$ cat config.mk
export PLATFORM = sky130hd
export DESIGN_NAME = dmc_encode_flat
export DESIGN_NICKNAME = d
export VERILOG_FILES = /design/src/rtl/dmc_encode_if.sv /design/src/rtl/dmc_encode.sv /design/src/flat_wrapper.sv
export SDC_FILE = /design/constraint.sdc
export NUM_CORES = 1
export LEC_CHECK = 0
export CAP_MARGIN = 40
export CORE_AREA = 2 2 99 92
export DETAILED_ROUTE_END_ITERATION = 8
export DIE_AREA = 0 0 101 94
export MAX_ROUTING_LAYER = met4
export PLACE_DENSITY = 0.65
export SETUP_SLACK_MARGIN = 0.15
export SYNTH_ARGS = -nofsm -noshare
export SYNTH_HDL_FRONTEND = slang
export SYNTH_SLANG_ARGS = --single-unit
$ cat constraint.sdc
create_clock -name clk_i -period 7 [get_ports clk_i]
set_input_delay 1.75 -clock clk_i [delete_from_list [all_inputs] [get_ports clk_i]]
set_output_delay 1.75 -clock clk_i [all_outputs]
set_load 0.01 [all_outputs]
$ cat src/rtl/dmc_encode_if.sv
// Handshake/configuration bundle for the differential-Manchester encoder.
// master drives the request side; slave is the encoder.
interface dmc_encode_if #(
  parameter int FRAME_LEN_W = 8,
  parameter int HB_W        = 8
);
  logic                   enable;
  logic                   start;
  logic [HB_W-1:0]        half_bit_len;
  logic [FRAME_LEN_W-1:0] frame_len;
  logic                   tx_data;
  logic                   tx_valid;
  logic                   tx_ready;
  logic                   line_o;
  logic                   busy;
  logic                   done;
  logic                   cfg_err;
  logic                   underrun;

  modport master (
    output enable, start, half_bit_len, frame_len, tx_data, tx_valid,
    input  tx_ready, line_o, busy, done, cfg_err, underrun
  );

  modport slave (
    input  enable, start, half_bit_len, frame_len, tx_data, tx_valid,
    output tx_ready, line_o, busy, done, cfg_err, underrun
  );
endinterface

$ cat src/rtl/dmc_encode.sv
// Differential-Manchester frame encoder: sync preamble, N data cells, optional
// even-parity cell (macro DMC_ENCODE_PARITY_EN), terminating edge.
module dmc_encode #(
  parameter int FRAME_LEN_W = 8,
  parameter int HB_W        = 8
) (
  input  logic         clk_i,
  input  logic         reset_n_period,
  dmc_encode_if.slave  bus
);

  localparam logic [2:0] S_IDLE   = 3'd0;
  localparam logic [2:0] S_SYNC   = 3'd1;
  localparam logic [2:0] S_DATA   = 3'd2;
  localparam logic [2:0] S_PARITY = 3'd3;
  localparam logic [2:0] S_END    = 3'd4;

  logic [2:0]             state_q, state_d;
  logic [HB_W-1:0]        hb_q, hb_d, h_q, h_d;
  logic [FRAME_LEN_W-1:0] bit_q, bit_d, n_q, n_d;
  logic [2:0]             half_q, half_d;
  logic                   cur_bit_q, cur_bit_d;
  logic                   par_q, par_d;
  logic                   line_q, line_d;
  logic                   busy_q, busy_d;
  logic                   done_q, done_d;
  logic                   tx_ready_q, tx_ready_d;
  logic                   cfg_err_q, cfg_err_d;
  logic                   underrun_q, underrun_d;
  logic                   start_req_s, cfg_ok_s, hb_wrap_s, toggle_s;

  function automatic logic even_par_acc(input logic acc, input logic b);
    return acc ^ b;
  endfunction

  // Next-state and counter sequencing; all outputs are decoded from the next state.
  always_comb begin
    state_d    = state_q;
    hb_d       = hb_q;
    half_d     = half_q;
    bit_d      = bit_q;
    h_d        = h_q;
    n_d        = n_q;
    cur_bit_d  = cur_bit_q;
    par_d      = par_q;
    underrun_d = underrun_q;
    toggle_s   = 1'b0;

    start_req_s = (state_q == S_IDLE) && bus.enable && bus.start;
    cfg_ok_s    = (bus.half_bit_len >= HB_W'(2)) && (bus.frame_len != '0);
    hb_wrap_s   = (hb_q == (h_q - HB_W'(1)));
    cfg_err_d   = start_req_s && !cfg_ok_s;

    // Bit offered in the tx_ready cycle; a missing bit encodes as 0.
    if (tx_ready_q && bus.enable) begin
      cur_bit_d  = bus.tx_valid & bus.tx_data;
      par_d      = even_par_acc(par_q, bus.tx_valid & bus.tx_data);
      underrun_d = underrun_q | ~bus.tx_valid;
    end else begin
      cur_bit_d  = cur_bit_q;
    end

    if ((state_q != S_IDLE) && !bus.enable) begin
      state_d = S_IDLE;
      hb_d    = '0;
      half_d  = '0;
      bit_d   = '0;
    end else begin
      case (state_q)
        S_IDLE: begin
          if (start_req_s && cfg_ok_s) begin
            state_d    = S_SYNC;
            h_d        = bus.half_bit_len;
            n_d        = bus.frame_len;
            hb_d       = '0;
            half_d     = '0;
            bit_d      = '0;
            par_d      = 1'b0;
            underrun_d = 1'b0;
          end else begin
            state_d = S_IDLE;
          end
        end
        S_SYNC: begin
          if (hb_wrap_s) begin
            hb_d = '0;
            if (half_q == 3'd5) begin
              state_d = S_DATA;
              half_d  = '0;
            end else begin
              half_d = half_q + 3'd1;
            end
          end else begin
            hb_d = hb_q + HB_W'(1);
          end
        end
        S_DATA, S_PARITY: begin
          if (hb_wrap_s) begin
            hb_d = '0;
            if (half_q == 3'd1) begin
              half_d = '0;
              if (state_q == S_PARITY) begin
                state_d = S_END;
              end else if (bit_q == (n_q - FRAME_LEN_W'(1))) begin
`ifdef DMC_ENCODE_PARITY_EN
                state_d   = S_PARITY;
                cur_bit_d = par_q;
`else
                state_d   = S_END;
`endif
              end else begin
                bit_d = bit_q + FRAME_LEN_W'(1);
              end
            end else begin
              half_d = 3'd1;
            end
          end else begin
            hb_d = hb_q + HB_W'(1);
          end
        end
        S_END: begin
          state_d = S_IDLE;
          hb_d    = '0;
          half_d  = '0;
          bit_d   = '0;
        end
        default: begin
          state_d = S_IDLE;
          hb_d    = '0;
          half_d  = '0;
          bit_d   = '0;
        end
      endcase
    end

    // Half-bit counter at zero marks an interval boundary in the coming cycle.
    case (state_d)
      S_SYNC:           toggle_s = (hb_d == '0) && ((half_d == 3'd0) || (half_d == 3'd3));
      S_DATA, S_PARITY: toggle_s = (hb_d == '0) && ((half_d == 3'd0) || !cur_bit_d);
      S_END:            toggle_s = 1'b1;
      default:          toggle_s = 1'b0;
    endcase

    line_d     = line_q ^ toggle_s;
    busy_d     = (state_d != S_IDLE);
    done_d     = (state_d == S_END);
    tx_ready_d = ((state_d == S_SYNC) && (half_d == 3'd5) && (hb_d == (h_d - HB_W'(1)))) ||
                 ((state_d == S_DATA) && (half_d == 3'd1) && (hb_d == (h_d - HB_W'(1))) &&
                  (bit_d != (n_d - FRAME_LEN_W'(1))));
  end

  // State and output registers.
  always_ff @(posedge clk_i or negedge reset_n_period) begin
    if (!reset_n_period) begin
      state_q    <= S_IDLE;
      hb_q       <= '0;
      half_q     <= '0;
      bit_q      <= '0;
      h_q        <= '0;
      n_q        <= '0;
      cur_bit_q  <= 1'b0;
      par_q      <= 1'b0;
      line_q     <= 1'b0;
      busy_q     <= 1'b0;
      done_q     <= 1'b0;
      tx_ready_q <= 1'b0;
      cfg_err_q  <= 1'b0;
      underrun_q <= 1'b0;
    end else begin
      state_q    <= state_d;
      hb_q       <= hb_d;
      half_q     <= half_d;
      bit_q      <= bit_d;
      h_q        <= h_d;
      n_q        <= n_d;
      cur_bit_q  <= cur_bit_d;
      par_q      <= par_d;
      line_q     <= line_d;
      busy_q     <= busy_d;
      done_q     <= done_d;
      tx_ready_q <= tx_ready_d;
      cfg_err_q  <= cfg_err_d;
      underrun_q <= underrun_d;
    end
  end

  assign bus.line_o   = line_q;
  assign bus.busy     = busy_q;
  assign bus.done     = done_q;
  assign bus.tx_ready = tx_ready_q;
  assign bus.cfg_err  = cfg_err_q;
  assign bus.underrun = underrun_q;

endmodule
$ cat src/flat_wrapper.sv
// flat-port wrapper written by rule: the top's interface ports become plain ports
module dmc_encode_flat 
#(
  parameter int FRAME_LEN_W = 8,
  parameter int HB_W        = 8
)
  (clk_i, reset_n_period, bus_enable, bus_start, bus_half_bit_len, bus_frame_len, bus_tx_data, bus_tx_valid, bus_tx_ready, bus_line_o, bus_busy, bus_done, bus_cfg_err, bus_underrun);
  dmc_encode_if #(.FRAME_LEN_W(FRAME_LEN_W), .HB_W(HB_W)) bus_i ();
  input  logic clk_i;
  input  logic reset_n_period;
  input wire logic [$bits(bus_i.enable)-1:0] bus_enable;
  input wire logic [$bits(bus_i.start)-1:0] bus_start;
  input wire logic [$bits(bus_i.half_bit_len)-1:0] bus_half_bit_len;
  input wire logic [$bits(bus_i.frame_len)-1:0] bus_frame_len;
  input wire logic [$bits(bus_i.tx_data)-1:0] bus_tx_data;
  input wire logic [$bits(bus_i.tx_valid)-1:0] bus_tx_valid;
  output wire logic [$bits(bus_i.tx_ready)-1:0] bus_tx_ready;
  output wire logic [$bits(bus_i.line_o)-1:0] bus_line_o;
  output wire logic [$bits(bus_i.busy)-1:0] bus_busy;
  output wire logic [$bits(bus_i.done)-1:0] bus_done;
  output wire logic [$bits(bus_i.cfg_err)-1:0] bus_cfg_err;
  output wire logic [$bits(bus_i.underrun)-1:0] bus_underrun;
  assign bus_i.enable = bus_enable;
  assign bus_i.start = bus_start;
  assign bus_i.half_bit_len = bus_half_bit_len;
  assign bus_i.frame_len = bus_frame_len;
  assign bus_i.tx_data = bus_tx_data;
  assign bus_i.tx_valid = bus_tx_valid;
  assign bus_tx_ready = bus_i.tx_ready;
  assign bus_line_o = bus_i.line_o;
  assign bus_busy = bus_i.busy;
  assign bus_done = bus_i.done;
  assign bus_cfg_err = bus_i.cfg_err;
  assign bus_underrun = bus_i.underrun;
  dmc_encode #(.FRAME_LEN_W(FRAME_LEN_W), .HB_W(HB_W)) u_core (.clk_i(clk_i), .reset_n_period(reset_n_period), .bus(bus_i));
endmodule
==> summary.txt <==
Status
  – Status: complete, no violations

Placement
  – Port buffer count: 27
  – Placement Setup Slack: 1.63 ns
  – DP Wirelength: 8.07 mm
  – Placed insts: 571
  – GPL Wtd Cong: 0.949

Min path
  – Hold path startpoint: u_core.bus.underrun
  – WHS Path Cells: 2
  – Hold Path Class: reg2reg
  – WHS Endpoint: u_core.bus.underrun

Clocking
  – CTS hold repair buffers: 0
  – Worst-Skew Late Latency: 0.30 ns
  – Clock buffer depth: 2
  – Clock tree sinks: 45
  – Root buf cell: clkbuf_8
  – CTS buffer count: 5
  – Clk pin slew, worst setup/hold paths: 0.09 ns
  – Total setup buffers inserted after CTS: 0
  – CTS tree: yes
  – Htree depth: 2
  – Post-cts resize count: 0

GRT
  – GRT met2 Usage: 0.328
  – Largest net degree at the start of global routing: 26
  – Total track usage: 0.238
  – Met3 usage in global routing: 0.0402
  – Gr busiest metal: met1
  – Number of global-route vias before repair: 3209
  – Global-route wire length before repair: 17.2 mm
  – Gr ovfl total: 0
  – Initial antenna violation count: 0
  – Routing usage on met1: 0.364

Timing
  – Minimum clock period: 5.08 ns
  – Final worst setup slack: 1.92 ns
  – Setup_tns: 0 ns
  – Skew final: 0.00594 ns
  – Worst-Margin Slew: 0.684 ns
  – Count of pins over their slew limit: 0
  – Hold Worst Slack: 0.537 ns
  – Hold Violations, Final: 0
  – Rel. slew slack: 0.544
  – Final setup viols: 0
  – Fmax: 0.197 GHz
  – RSZ-0062 raised after global routing: false
  – Final period util: 0.726

Setup path
  – Crit Path Max Fanout: 17
  – Kind of critical path: in2reg
  – Critical path required time: 7.17 ns
  – CP cell instances: clkdlybuf4s50_1 > nor2b_1 > and3_1 > and3_1 > nor4_1 > clkdlybuf4s18_2 > a221oi_2 > or3b_1 > nor4_1 > o21a_1 > nand3_1
  – Worst path top cell family by delay: simple AND/OR/NAND/NOR gates
  – Crit-path slowest cell: and3_1
  – CP Capture Type: register
  – CP arrival: 5.26 ns
  – Buf+Inv Stages, Crit Path: 2
  – Worst reg2reg path startpoint: u_core.h_q[0]
  – R2R setup slack: 2.98 ns
  – Reg2reg end: u_core.bus.line_o
  – Kind of start point of the critical path: primary input
  – Critical path origin: bus_enable
  – WP depth: 11
  – R2R cell count: 13
  – Largest stage delay on the critical path: 0.62 ns

Logic synthesis
  – Count leader, synth: nand2_1
  – Cell area after synthesis: 3700 sq um
  – Sequential share of the synthesized area: 0.304
  – Synth Area per Inst: 8.06 sq um
  – Area fraction of the dominant cell type after synthesis: 0.304
  – Top cells by area, synth: dfrtp_1 (30%), xnor2_1 (6.4%), nand2_1 (5.8%), mux2i_1 (5.1%), nor2_1 (3.7%)
  – Dominant cell type by area after synthesis: dfrtp_1
  – Post-synth EDFFs: 0
  – Mapped Nets: 487
  – Cells after synthesis: 459
  – Ys flop type: dfrtp_1
  – Yosys reg bits: 45
  – Synth cell count leaders: nand2_1 (57), dfrtp_1 (45), nor2_1 (36)
  – FFs w/ async S/R, synth: 1.00
  – Unique masters post-synth: 67
  – Synth warn: 0

Route
  – DRT iter0 DRCs: 330
  – DRT Wirelength: 10.4 mm
  – Wire per inst: 18.0 um
  – Router iterations before antenna repair: 6
  – DR vias/cell: 6.19
  – Vias: 3582
  – Drt drc: 0
  – Antenna Violating Nets Remaining: 0

Finish
  – # diodes: 0
  – Nets@finish: 504
  – Layout cells sized above 1: 0.0629
  – Non-Filler Instances: 579
  – Area grow syn2layout: 11.9%
  – Fill cells: 829

Die
  – Row count: 32
  – Initial Util: 0.440
  – I/O pins: 28
  – Core Area: 8410 sq um
  – Die ar.: 9490 sq um
  – Die X: 101 um
  – Die H: 94 um

Power
  – Max IR drop VDD: 168 uV
  – Pleak: 1.83 nW
  – Power Density: 322 nW/um^2

Flow run
  – Max cap viols: 0
==> worst reg2reg max path, stage by stage (launching register included) <==
cell and delay (ns):
dfrtp_1 0.51, inv_1 0.08, ha_1 0.31, o21ba_1 0.21, a221oi_1 0.29, a41oi_1 0.14, nor3_2 0.45, buf_4 0.26
a21oi_1 0.18, a221oi_2 0.51, or3b_1 0.40, nor4_1 0.30, o21a_1 0.18, nand3_1 0.07
==> cells by family (layout without fill, tap and decap cells) <==
kind of cell	count (synthesis)	in the layout	share of synthesized area
fa+ha+maj	6	6	0.0203
xor+xnor	39	39	0.0924
buf+inv	48	66	0.0504
flops	45	45	0.304
simple gates	206	206	0.289
compound gates	94	94	0.186
mux	21	21	0.0575
==> cell usage in the layout (no fill, tap or decap), types with 4 or more instances in the layout <==
cell,netlist,final
or4_1,4,4
or3_1,4,4
a31o_2,4,4
a31oi_1,7,7
nor2_1,36,36
dfrtp_1,45,45
xor2_1,12,12
nand4_1,14,14
nand2_1,57,57
nor3_1,17,17
a21oi_1,11,11
nand3_1,19,19
a211oi_1,7,7
and3_1,13,13
a211o_1,4,4
clkdlybuf4s50_1,0,26
xnor2_1,27,27
clkbuf_8,0,5
and2_1,9,9
nor2b_1,5,5
nor4_1,8,8
o21ai_0,15,15
inv_1,26,26
mux2i_1,19,19
ha_1,6,6
==> metrics by stage <==
| stage | instance area [sq um] | utilization | power (mW) |
|---|---|---|---|
| floorplan | 3700 | - | 0.958 |
| global placement | 4020 | 0.478 | 1.14 |
| detailed placement | 4060 | 0.482 | 1.16 |
| CTS | 4140 | 0.492 | 1.32 |
| global route | 4140 | 0.492 | 1.44 |
| finish | 4140 | 0.492 | 1.33 |
==> power breakdown <==
group / switching, mW / total [mW] / internal (mW) / leakage (nW)
clock network: 0.0937 / 0.163 / 0.0695 / 0.0450
logic: 0.432 / 0.741 / 0.309 / 1.19
registers: 0.108 / 0.429 / 0.321 / 0.589
==> layout make-up <==
cell class	count	area, sq um	area share
Tap cell	102	128	0.0308
Inverter	26	97.6	0.0236
Clock inverter	2	10.0	0.00242
Clock buffer	6	72.6	0.0175
Timing Repair Buffer	32	318	0.0768
Multi-Input combinational cell	366	2390	0.577
Sequential cell	45	1130	0.272
==> per-layer routing <==
layer	up-vias	share of wire
met3	12	0.083
met1	1707	0.49
met5	-	0
met4	0	0.016
met2	163	0.41
li1	1700	-
==> worst max path at each step <==
| stage | to |
|---|---|
| after floorplan | u_core.bus.tx_ready |
| after global placement | u_core.bus.line_o |
| after detailed placement | u_core.bus.line_o |
| after CTS | u_core.bus.line_o |
| after global routing | u_core.bus.line_o |
| final | u_core.bus.line_o |
==> flip-flops by register name (all words and copies together), names as in the netlist <==
name and flops:
u_core.half_q 3, u_core.bit_q 8, u_core.bus.done 1, u_core.n_q 8, u_core.state_q 3, u_core.hb_q 8, u_core.bus.busy 1, u_core.bus.underrun 1
u_core.bus.line_o 1, u_core.bus.tx_ready 1, u_core.h_q 8, u_core.cur_bit_q 1, u_core.bus.cfg_err 1
(Power assumes the default switching activity.)
